`src/rtl/ps2_host_tx_pkg.sv`:
```
// ps2_host_tx_pkg
//   Shared PS/2 definitions for the host transmitter and the paired keyboard receiver.
//   - FSM state encodings for the send side
//   - PS2_FRAME_FALLS: device clock falls per host-to-device frame, ACK included
//   - Common command bytes
//   - odd_parity(): the parity bit that makes the 9-bit data+parity field odd
package ps2_host_tx_pkg;

  typedef enum logic [2:0] {
    IDLE      = 3'd0,
    INHIBIT   = 3'd1,
    RTS       = 3'd2,
    SHIFT     = 3'd3,
    ACK       = 3'd4,
    WAIT_IDLE = 3'd5
  } ps2_tx_state_t;

  localparam int         PS2_FRAME_FALLS  = 11;
  localparam logic [7:0] PS2_CMD_SET_LEDS = 8'hED;
  localparam logic [7:0] PS2_CMD_RESET    = 8'hFF;

  function automatic logic odd_parity(input logic [7:0] b);
    return ~^b;
  endfunction

endpackage

```
`src/rtl/ps2_line_sync.sv`:
```
// ps2_line_sync
//   Three-flop synchronizer plus falling-edge detect for one PS/2 pin.
//   Ports:
//     clk   in   system clock
//     clrn  in   synchronous active-low reset (flops reset to the idle-high line level)
//     pin   in   asynchronous pin level
//     level out  synchronized level
//     fall  out  1 for one cycle when the synchronized level goes 1 -> 0
//   A pin change is visible on level/fall two edges later and acted on by
//   the consuming FSM at the third.
module ps2_line_sync (
  input  logic clk,
  input  logic clrn,
  input  logic pin,
  output logic level,
  output logic fall
);

  logic [2:0] s;

  always_ff @(posedge clk) begin
    if (!clrn) s <= 3'b111;
    else       s <= {s[1:0], pin};
  end

  assign level = s[1];
  assign fall  = s[2] & ~s[1];

endmodule

```
`src/rtl/ps2_host_tx.sv`:
```
// ps2_host_tx
//   Host-to-device PS/2 transmitter: inhibits the bus, issues request-to-send,
//   shifts one command byte + odd parity + stop on device clock falls, then
//   checks the device ACK.
//   Ports:
//     clk, clrn          system clock, synchronous active-low reset
//     tx_data/tx_valid   command byte, accepted when tx_ready
//     tx_ready           1 only in IDLE
//     ps2_clk/ps2_data   raw pin levels (asynchronous)
//     ps2_*_pull_low     1 = pad drives the line low (open drain)
//     busy               1 outside IDLE
//     done/ack_err       1-cycle outcome pulses
//     timeout_err        1-cycle watchdog pulse
//   Build option: define PS2_HOST_TX_TIMEOUT_EN to enable a watchdog that
//   abandons the frame TIMEOUT_CYCLES after RTS entry; without it timeout_err
//   is constant 0 and the FSM waits for the device indefinitely.
module ps2_host_tx #(
  parameter int INHIBIT_CYCLES = 5000,
  parameter int TIMEOUT_CYCLES = 1000000
) (
  input  logic       clk,
  input  logic       clrn,
  input  logic [7:0] tx_data,
  input  logic       tx_valid,
  output logic       tx_ready,
  input  logic       ps2_clk,
  input  logic       ps2_data,
  output logic       ps2_clk_pull_low,
  output logic       ps2_data_pull_low,
  output logic       busy,
  output logic       done,
  output logic       ack_err,
  output logic       timeout_err
);
  import ps2_host_tx_pkg::*;

  localparam int IW = $clog2(INHIBIT_CYCLES + 1);

  // index 0 = clock pin, 1 = data pin
  logic [1:0] pin_raw, pin_lvl, pin_fall;
  assign pin_raw = {ps2_data, ps2_clk};

  for (genvar i = 0; i < 2; i++) begin : g_sync
    ps2_line_sync u_sync (
      .clk   (clk),
      .clrn  (clrn),
      .pin   (pin_raw[i]),
      .level (pin_lvl[i]),
      .fall  (pin_fall[i])
    );
  end

  logic clk_fall, clk_lvl, data_lvl;
  assign clk_fall = pin_fall[0];
  assign clk_lvl  = pin_lvl[0];
  assign data_lvl = pin_lvl[1];

  // The send side never needs the data-line edge.
  logic unused_data_fall;
  assign unused_data_fall = pin_fall[1];

  ps2_tx_state_t state;
  logic [7:0]    tx_byte;
  logic          par;
  logic [3:0]    bitcnt;
  logic [IW-1:0] inh_cnt;

`ifdef PS2_HOST_TX_TIMEOUT_EN
  localparam int WW = $clog2(TIMEOUT_CYCLES + 1);
  logic [WW-1:0] wd_cnt;
`endif

  always_ff @(posedge clk) begin
    if (!clrn) begin
      state             <= IDLE;
      tx_ready          <= 1'b1;
      busy              <= 1'b0;
      ps2_clk_pull_low  <= 1'b0;
      ps2_data_pull_low <= 1'b0;
      done              <= 1'b0;
      ack_err           <= 1'b0;
      timeout_err       <= 1'b0;
      tx_byte           <= '0;
      par               <= 1'b0;
      bitcnt            <= '0;
      inh_cnt           <= '0;
`ifdef PS2_HOST_TX_TIMEOUT_EN
      wd_cnt            <= '0;
`endif
    end else begin
      done        <= 1'b0;
      ack_err     <= 1'b0;
      timeout_err <= 1'b0;

      case (state)
        IDLE: begin
          if (tx_valid) begin
            tx_byte          <= tx_data;
            par              <= odd_parity(tx_data);
            bitcnt           <= '0;
            inh_cnt          <= '0;
            ps2_clk_pull_low <= 1'b1;
            tx_ready         <= 1'b0;
            busy             <= 1'b1;
            state            <= INHIBIT;
          end
        end

        INHIBIT: begin
          inh_cnt <= inh_cnt + 1'b1;
          // start bit goes low during the last inhibit cycle so data is
          // already held when the clock is released
          if (inh_cnt == IW'(INHIBIT_CYCLES - 2)) ps2_data_pull_low <= 1'b1;
          if (inh_cnt == IW'(INHIBIT_CYCLES - 1)) begin
            ps2_clk_pull_low  <= 1'b0;
            ps2_data_pull_low <= 1'b1;
            state             <= RTS;
          end
        end

        RTS: state <= SHIFT;

        SHIFT: begin
          if (clk_fall) begin
            if (bitcnt != 4'(PS2_FRAME_FALLS)) bitcnt <= bitcnt + 1'b1;
            if (bitcnt < 4'd8)       ps2_data_pull_low <= ~tx_byte[bitcnt[2:0]];
            else if (bitcnt == 4'd8) ps2_data_pull_low <= ~par;
            else begin
              ps2_data_pull_low <= 1'b0;  // stop bit: release the line
              state             <= ACK;
            end
          end
        end

        ACK: begin
          if (clk_fall) begin
            if (bitcnt != 4'(PS2_FRAME_FALLS)) bitcnt <= bitcnt + 1'b1;
            if (!data_lvl) state <= WAIT_IDLE;
            else begin
              ack_err  <= 1'b1;
              busy     <= 1'b0;
              tx_ready <= 1'b1;
              state    <= IDLE;
            end
          end
        end

        WAIT_IDLE: begin
          if (clk_lvl && data_lvl) begin
            done     <= 1'b1;
            busy     <= 1'b0;
            tx_ready <= 1'b1;
            state    <= IDLE;
          end
        end

        default: state <= IDLE;
      endcase

`ifdef PS2_HOST_TX_TIMEOUT_EN
      // Watchdog runs from RTS entry; on expiry it overrides whatever the
      // FSM decided this cycle, including a simultaneous done.
      if (state == RTS || state == SHIFT || state == ACK || state == WAIT_IDLE) begin
        if (wd_cnt == WW'(TIMEOUT_CYCLES - 1)) begin
          timeout_err       <= 1'b1;
          done              <= 1'b0;
          ack_err           <= 1'b0;
          ps2_clk_pull_low  <= 1'b0;
          ps2_data_pull_low <= 1'b0;
          busy              <= 1'b0;
          tx_ready          <= 1'b1;
          state             <= IDLE;
          wd_cnt            <= '0;
        end else begin
          wd_cnt <= wd_cnt + 1'b1;
        end
      end else begin
        wd_cnt <= '0;
      end
`endif
    end
  end

endmodule

```
`config.mk`:
```
export PLATFORM = sky130hd
export DESIGN_NAME = ps2_host_tx
export DESIGN_NICKNAME = d
export VERILOG_FILES = /design/src/rtl/ps2_host_tx_pkg.sv /design/src/rtl/ps2_line_sync.sv /design/src/rtl/ps2_host_tx.sv
export SDC_FILE = /design/constraint.sdc
export NUM_CORES = 1
export LEC_CHECK = 0
export ABC_AREA = 1
export ABC_CLOCK_PERIOD_IN_PS = 1500
export CAP_MARGIN = 20
export CORE_MARGIN = 2
export CORE_UTILIZATION = 54
export CTS_BUF_LIST = sky130_fd_sc_hd__clkbuf_2
export DETAILED_ROUTE_END_ITERATION = 6
export PLACE_DENSITY = 0.85
export SYNTH_ARGS = -nofsm -noshare
export SYNTH_HDL_FRONTEND = slang
export SYNTH_SLANG_ARGS = --single-unit
```
`constraint.sdc`:
```
create_clock -name clk -period 1.5 [get_ports clk]
set_input_delay 0.225 -clock clk [delete_from_list [all_inputs] [get_ports clk]]
set_output_delay 0.225 -clock clk [all_outputs]
set_load 0.01 [all_outputs]
```
# Word level (Yosys, flattened, before mapping)
# Cells that the tools add are included.
[classes] n_addsub=2 n_lt_le_gt_ge=2 eq_ne=20 mux=37 bitwise_logic=4 reduce_logical=17
[ops] op="== test 13 bit, second input constant" count=2
[ops] op="case mux 13 bit (2 select lines)" count=1
[ops] op="2-to-1 mux 3 bit" count=8
[ops] op="case mux 3 bit (6 select lines)" count=1
[ops] op="2-to-1 mux 1 bit" count=17
[ops] op="inequality test 2 bit, second input constant" count=7
[ops] op="adder 13 x 1 -> 13 bit, second input constant" count=1
[ops] op="2-to-1 mux 13 bit" count=1
[ops] op="2-to-1 mux 4 bit" count=3
[ops] op="AND reduction 3 bit" count=3
[ops] op="case mux 4 bit (2 select lines)" count=1
[ops] op="XNOR reduction 8 bit" count=1
[ops] op="AND reduction 7 bit" count=1
[ops] op="== test 3 x 2 -> 1 bit, second input constant" count=2
[ops] op="== test 3 bit, second input constant" count=2
[ops] op="inequality test 2 x 1 -> 1 bit, second input constant" count=3
[ops] op="case mux 1 bit (3 select lines)" count=2
[ops] op="AND reduction 2 bit" count=3
[ops] op="nonzero test 2 bit" count=3
[ops] op="AND reduction 5 bit" count=1
[ops] op="adder 4 x 1 -> 4 bit, second input constant" count=1
[ops] op="== test 4 bit, second input constant" count=1
[ops] op="less-than comparator 3 x 4 -> 1 bit, second input constant" count=1
[ops] op="less-than comparator 4 bit, second input constant" count=1
[ops] op="other kinds (12)" count=15
[totals] regBits=40 out_inout_bits=7 word_cells=95

# Depth between registers and ports, before layout
[depth] depth_word=6 ltp_mapped=9 mapped_depth_nobuf=9

# By module
# Synthesis repeated with hierarchy kept, for this count alone.
[unflattened] hier_cells=337 hier_area_um2=2234.6
[by_module_without_submodules] mod="ps2_host_tx" n_inst=1 cells_per_inst=315 area_each_um2=2054.5
[by_module_without_submodules] mod="ps2_line_sync" n_inst=2 cells_per_inst=11 area_each_um2=90.1

# Least setup slack after synthesis
# OpenSTA, ideal clock, no wires.
[synth_timing] path_kind="reg2reg" from="reg bitcnt[0]" to="reg state[0]" setup_ps=113 arrival_time_ps=1226 required_ps=1387 setup_slack_ps=161 path_stages_with_launch=10 n_path_buf=1 cell_sequence="dfxtp_1 -> buf_2 -> inv_1 -> ha_1 -> nand3_1 -> a21oi_2 -> nor2_2 -> nand2_1 -> o21ai_1 -> inv_1"
[synth_via] elab_chain_cells=3
[synth_rtl] item="start: declaration" line_no="ps2_host_tx.sv:65" source="logic [3:0] bitcnt;"
[synth_rtl] item="start signal: assignment" line_no="ps2_host_tx.sv:125" source="if (bitcnt != 4'(PS2_FRAME_FALLS)) bitcnt <= bitcnt + 1'b1;"
[synth_rtl] item="start signal: assignment" line_no="ps2_host_tx.sv:137" source="if (bitcnt != 4'(PS2_FRAME_FALLS)) bitcnt <= bitcnt + 1'b1;"
[synth_rtl] item="less-than comparator 4 bit / == test 4 bit (equally long branches)" line_no="ps2_host_tx.sv:126, ps2_host_tx.sv:127"
[synth_rtl] item="inequality test 2 bit (no source line)"
[synth_rtl] item="AND reduction 7 bit (no source line) *"
[synth_rtl] item="end signal: assignment" line_no="ps2_host_tx.sv:121" source="RTS: state <= SHIFT;"
[synth_rtl] item="end signal: assignment" line_no="ps2_host_tx.sv:130" source="state <= ACK;"
[synth_rtl] item="end signal: assignment" line_no="ps2_host_tx.sv:138" source="if (!data_lvl) state <= WAIT_IDLE;"
[synth_rtl] item="end: declaration" line_no="ps2_host_tx.sv:62" source="ps2_tx_state_t state;"
# Mark *: on every way between the ends. The rest lies on a longest branch, timed or not.
# A chain may end at the register's enable or synchronous reset.

# Final worst setup path
[layout_timing] from="reg inh_cnt[0]" to="reg inh_cnt[10]"
[layout_via] elab_chain_cells=2
[layout_rtl] item="start: declaration" line_no="ps2_host_tx.sv:66" source="logic [IW-1:0] inh_cnt;"
[layout_rtl] item="start signal: assignment" line_no="ps2_host_tx.sv:110" source="inh_cnt <= inh_cnt + 1'b1;"
[layout_rtl] item="adder 13 x 1 -> 13 bit" line_no="ps2_host_tx.sv:110"
[layout_rtl] item="case mux 13 bit (2 select lines)" line_no="ps2_host_tx.sv:95" source="case (state)"
# Every way passes these cells.

==> flow_summary.yaml <==
outcome:
  outcome: "complete, no violations"
place:
  dp_hpwl_mm: 3.37
  place_congestion: 0.855
  postPlaceCellArea_mm2: 0.00250
  port_buffers: 18
logic_synthesis:
  synth_nets: 327
  async_flop_share: 0
  yosysSeqAreaShare: 0.359
  avgSynthCellArea_um2: 7.20
  netlist_instances: 310
  synth_flop_cell: "dfxtp_1"
  yosysUniqueCellTypes: 40
  yosys_register_bits: 40
  synth_edf_count: 0
  yosys_warnings: 0
  syn_area_mm2: 0.00223
clock_network:
  clock_latency_ps: 410
  numCtsBuffers: 5
  cts_buffer_depth: 2
  clock-sinks: 40
  cts-root-buf: "clkbuf_2"
  clk_pin_slew_ps: 220
  cts_tree: "done"
  htreeDepth: 2
die:
  fp.coreArea_mm2: 0.00400
  num_rows: 23
  initial_core_util: 0.558
  dieWidth_um: 68.3
  io_pins: 20
  die_h_um: 68.3
  dieArea_mm2: 0.00467
worst_setup_path:
  r2r_slack_ps: 50
  cp-start-kind: "flip-flop"
  path_class: "reg2reg"
  timing.rr.end: "inh_cnt[10]"
  cp-end-kind: "flip-flop"
  cp_data_arrival_time_ps: 1770
  startpoint: "inh_cnt[0]"
  r2r_start: "inh_cnt[0]"
  r2r_cells: 7
  critPathCapture: "inh_cnt[10]"
  crit_fanout: 5
  cp.required_ps: 1830
detailed_routing:
  viasPerCell: 5.23
  wirelength_mm: 4.59
  drtIter0Drc: 113
  ant_nets: 0
  drt_first_pass_iters: 4
  num_vias: 2033
  wl_per_cell_um: 11.8
  drc: 0
grt:
  grt_antenna_before_repair: 0
  track_usage: 0.219
  grt_pass1_vias: 1828
  grt_pass1_wl_mm: 7.65
  grt_max_degree: 20
  overflow: 0
flow_run:
  cap_violations: 0
timing:
  final.min_clock_period_ps: 1450
  clock_skew_ps: 32.2
  max_freq_mhz: 691
  setup_viol: 0
  tns_ps: 0
  finalHoldViolations: 0
  drv_slew: 0
  finalCritPeriodShare: 0.964
power:
  swShare: 0.417
  p_seq_frac: 0.429
  power.density_mw_per_mm2: 1220
  irDropWorstVdd_v: 0.000577
  p_clk_frac: 0.152
  pwr-share-comb: 0.418
  switchingPower_mw: 1.31
  leakage_nw: 1.08
  p_int_mw: 1.83
finish:
  final_nets: 355
  drive_above_1_share: 0.215
  synthToLayoutAreaGrowth_pct: 15.4
  postLayoutCellArea_mm2: 0.00258
  diodes: 0
hold_path:
  hold_class: "in2reg"
  min-delay-start: "ps2_data"
## cell usage after synthesis, types with 5 or more instances
library cell   n  share of area
inv_1         28          0.047
nor2_1        25          0.042
nand2_1       73           0.12
nand4_1        5          0.014
inv_2          7          0.012
o21ai_0        8          0.018
nor3_1         6          0.013
o21ai_1        6          0.013
nand3_2        6          0.027
nand3_1       25          0.056
a21oi_1       26          0.058
dfxtp_1       40           0.36
## cells by family (layout without fill, tap and decap cells)
group,after synthesis,count (layout),synth area share
DFF,40,40,0.359
and+or+nand+nor,164,164,0.373
xor gates and xnor gates,8,8,0.0314
AOI/OAI and AO/OA,47,47,0.118
buffers and inverters,46,75,0.0958
adders and majority gates,4,4,0.0224
other,1,1,0.00168
## worst min path at each step
stage                            endpoint  cells past startpoint
finish              g_sync[1].u_sync.s[0]                      2
global route        g_sync[1].u_sync.s[0]                      2
global placement    g_sync[1].u_sync.s[1]                      1
floorplan           g_sync[0].u_sync.s[0]                      1
detailed placement  g_sync[1].u_sync.s[1]                      1
CTS                 g_sync[1].u_sync.s[0]                      2
## state kept, by name, indices dropped and copies added, names as in the netlist
name               cells
ps2_data_pull_low      1
bitcnt                 4
ps2_clk_pull_low       1
done                   1
ack_err                1
par                    1
tx_ready               1
tx_byte                8
g_sync.u_sync.s        5
inh_cnt               13
state                  3
busy                   1
## area by class of cell
class / instances / area (µm²)
Timing Repair Buffer: 30 / 275
Sequential cell: 40 / 816
Multi-Input combinational cell: 224 / 1240
Fill cell: 356 / 1420
Clock buffer: 5 / 25.0
Inverter: 37 / 141
Tap cell: 50 / 62.6
Clock inverter: 3 / 18.8
## routing by layer
metal	routed length, µm	GRT usage
met5	0	0
met4	112	0.0875
met3	207	0.0526
met2	2260	0.382
met1	2010	0.255
## critical path, cell delays in order, from the launching register on
cell and delay (ps):
dfxtp_2 400, ha_4 160, nand3_1 110, nor2_2 190, nand3_2 170, o21ai_1 160, nand2_1 60, a21oi_1 110
## power by group through the flow
stage	Clock (mW)	Combinational, mW	Sequential (mW)
2_1_floorplan	0	0.990	1.33
3_3_place_gp	0	1.28	1.34
3_5_place_dp	0	1.31	1.35
4_1_cts	0.496	1.30	1.33
5_1_grt	0.530	1.48	1.37
6_report	0.479	1.31	1.35
## cell usage in the layout (no fill, tap or decap), drive strengths merged, types with 4 or more instances in the layout
cell type / instances
xor2: 4
nand3: 32
ha: 4
nand2: 78
inv: 36
clkdlybuf4s50: 12
o21ai: 15
nand4: 5
or2: 5
nor2: 32
clkinv: 4
buf: 12
dlygate4sd2: 6
nor3: 9
clkbuf: 5
a21oi: 29
dfxtp: 40
xnor2: 4
## metrics by stage
stage / setup slack [ps] / power (mW) / hold slack (ps) / cells / util
finish: 53.4 / 3.14 / 362 / 389 / 0.644
global route: -26.6 / 3.38 / 337 / 389 / 0.644
CTS: 23.4 / 3.12 / 342 / 388 / 0.636
detailed placement: -31.5 / 2.65 / 402 / 380 / 0.625
global placement: 12.0 / 2.62 / 395 / 380 / 0.625
floorplan: 161 / 2.32 / 332 / 310 / -
## repair_timing
| item | in CTS | in global routing |
|---|---|---|
| hold buffers | 0 | 0 |
| resized for setup | 11 | 13 |
| buffers inserted | 0 | 1 |
| setup endpoints to repair | 7 | 12 |
| pin swaps | 0 | 3 |
No activity file was read; power rests on OpenSTA's default activity.
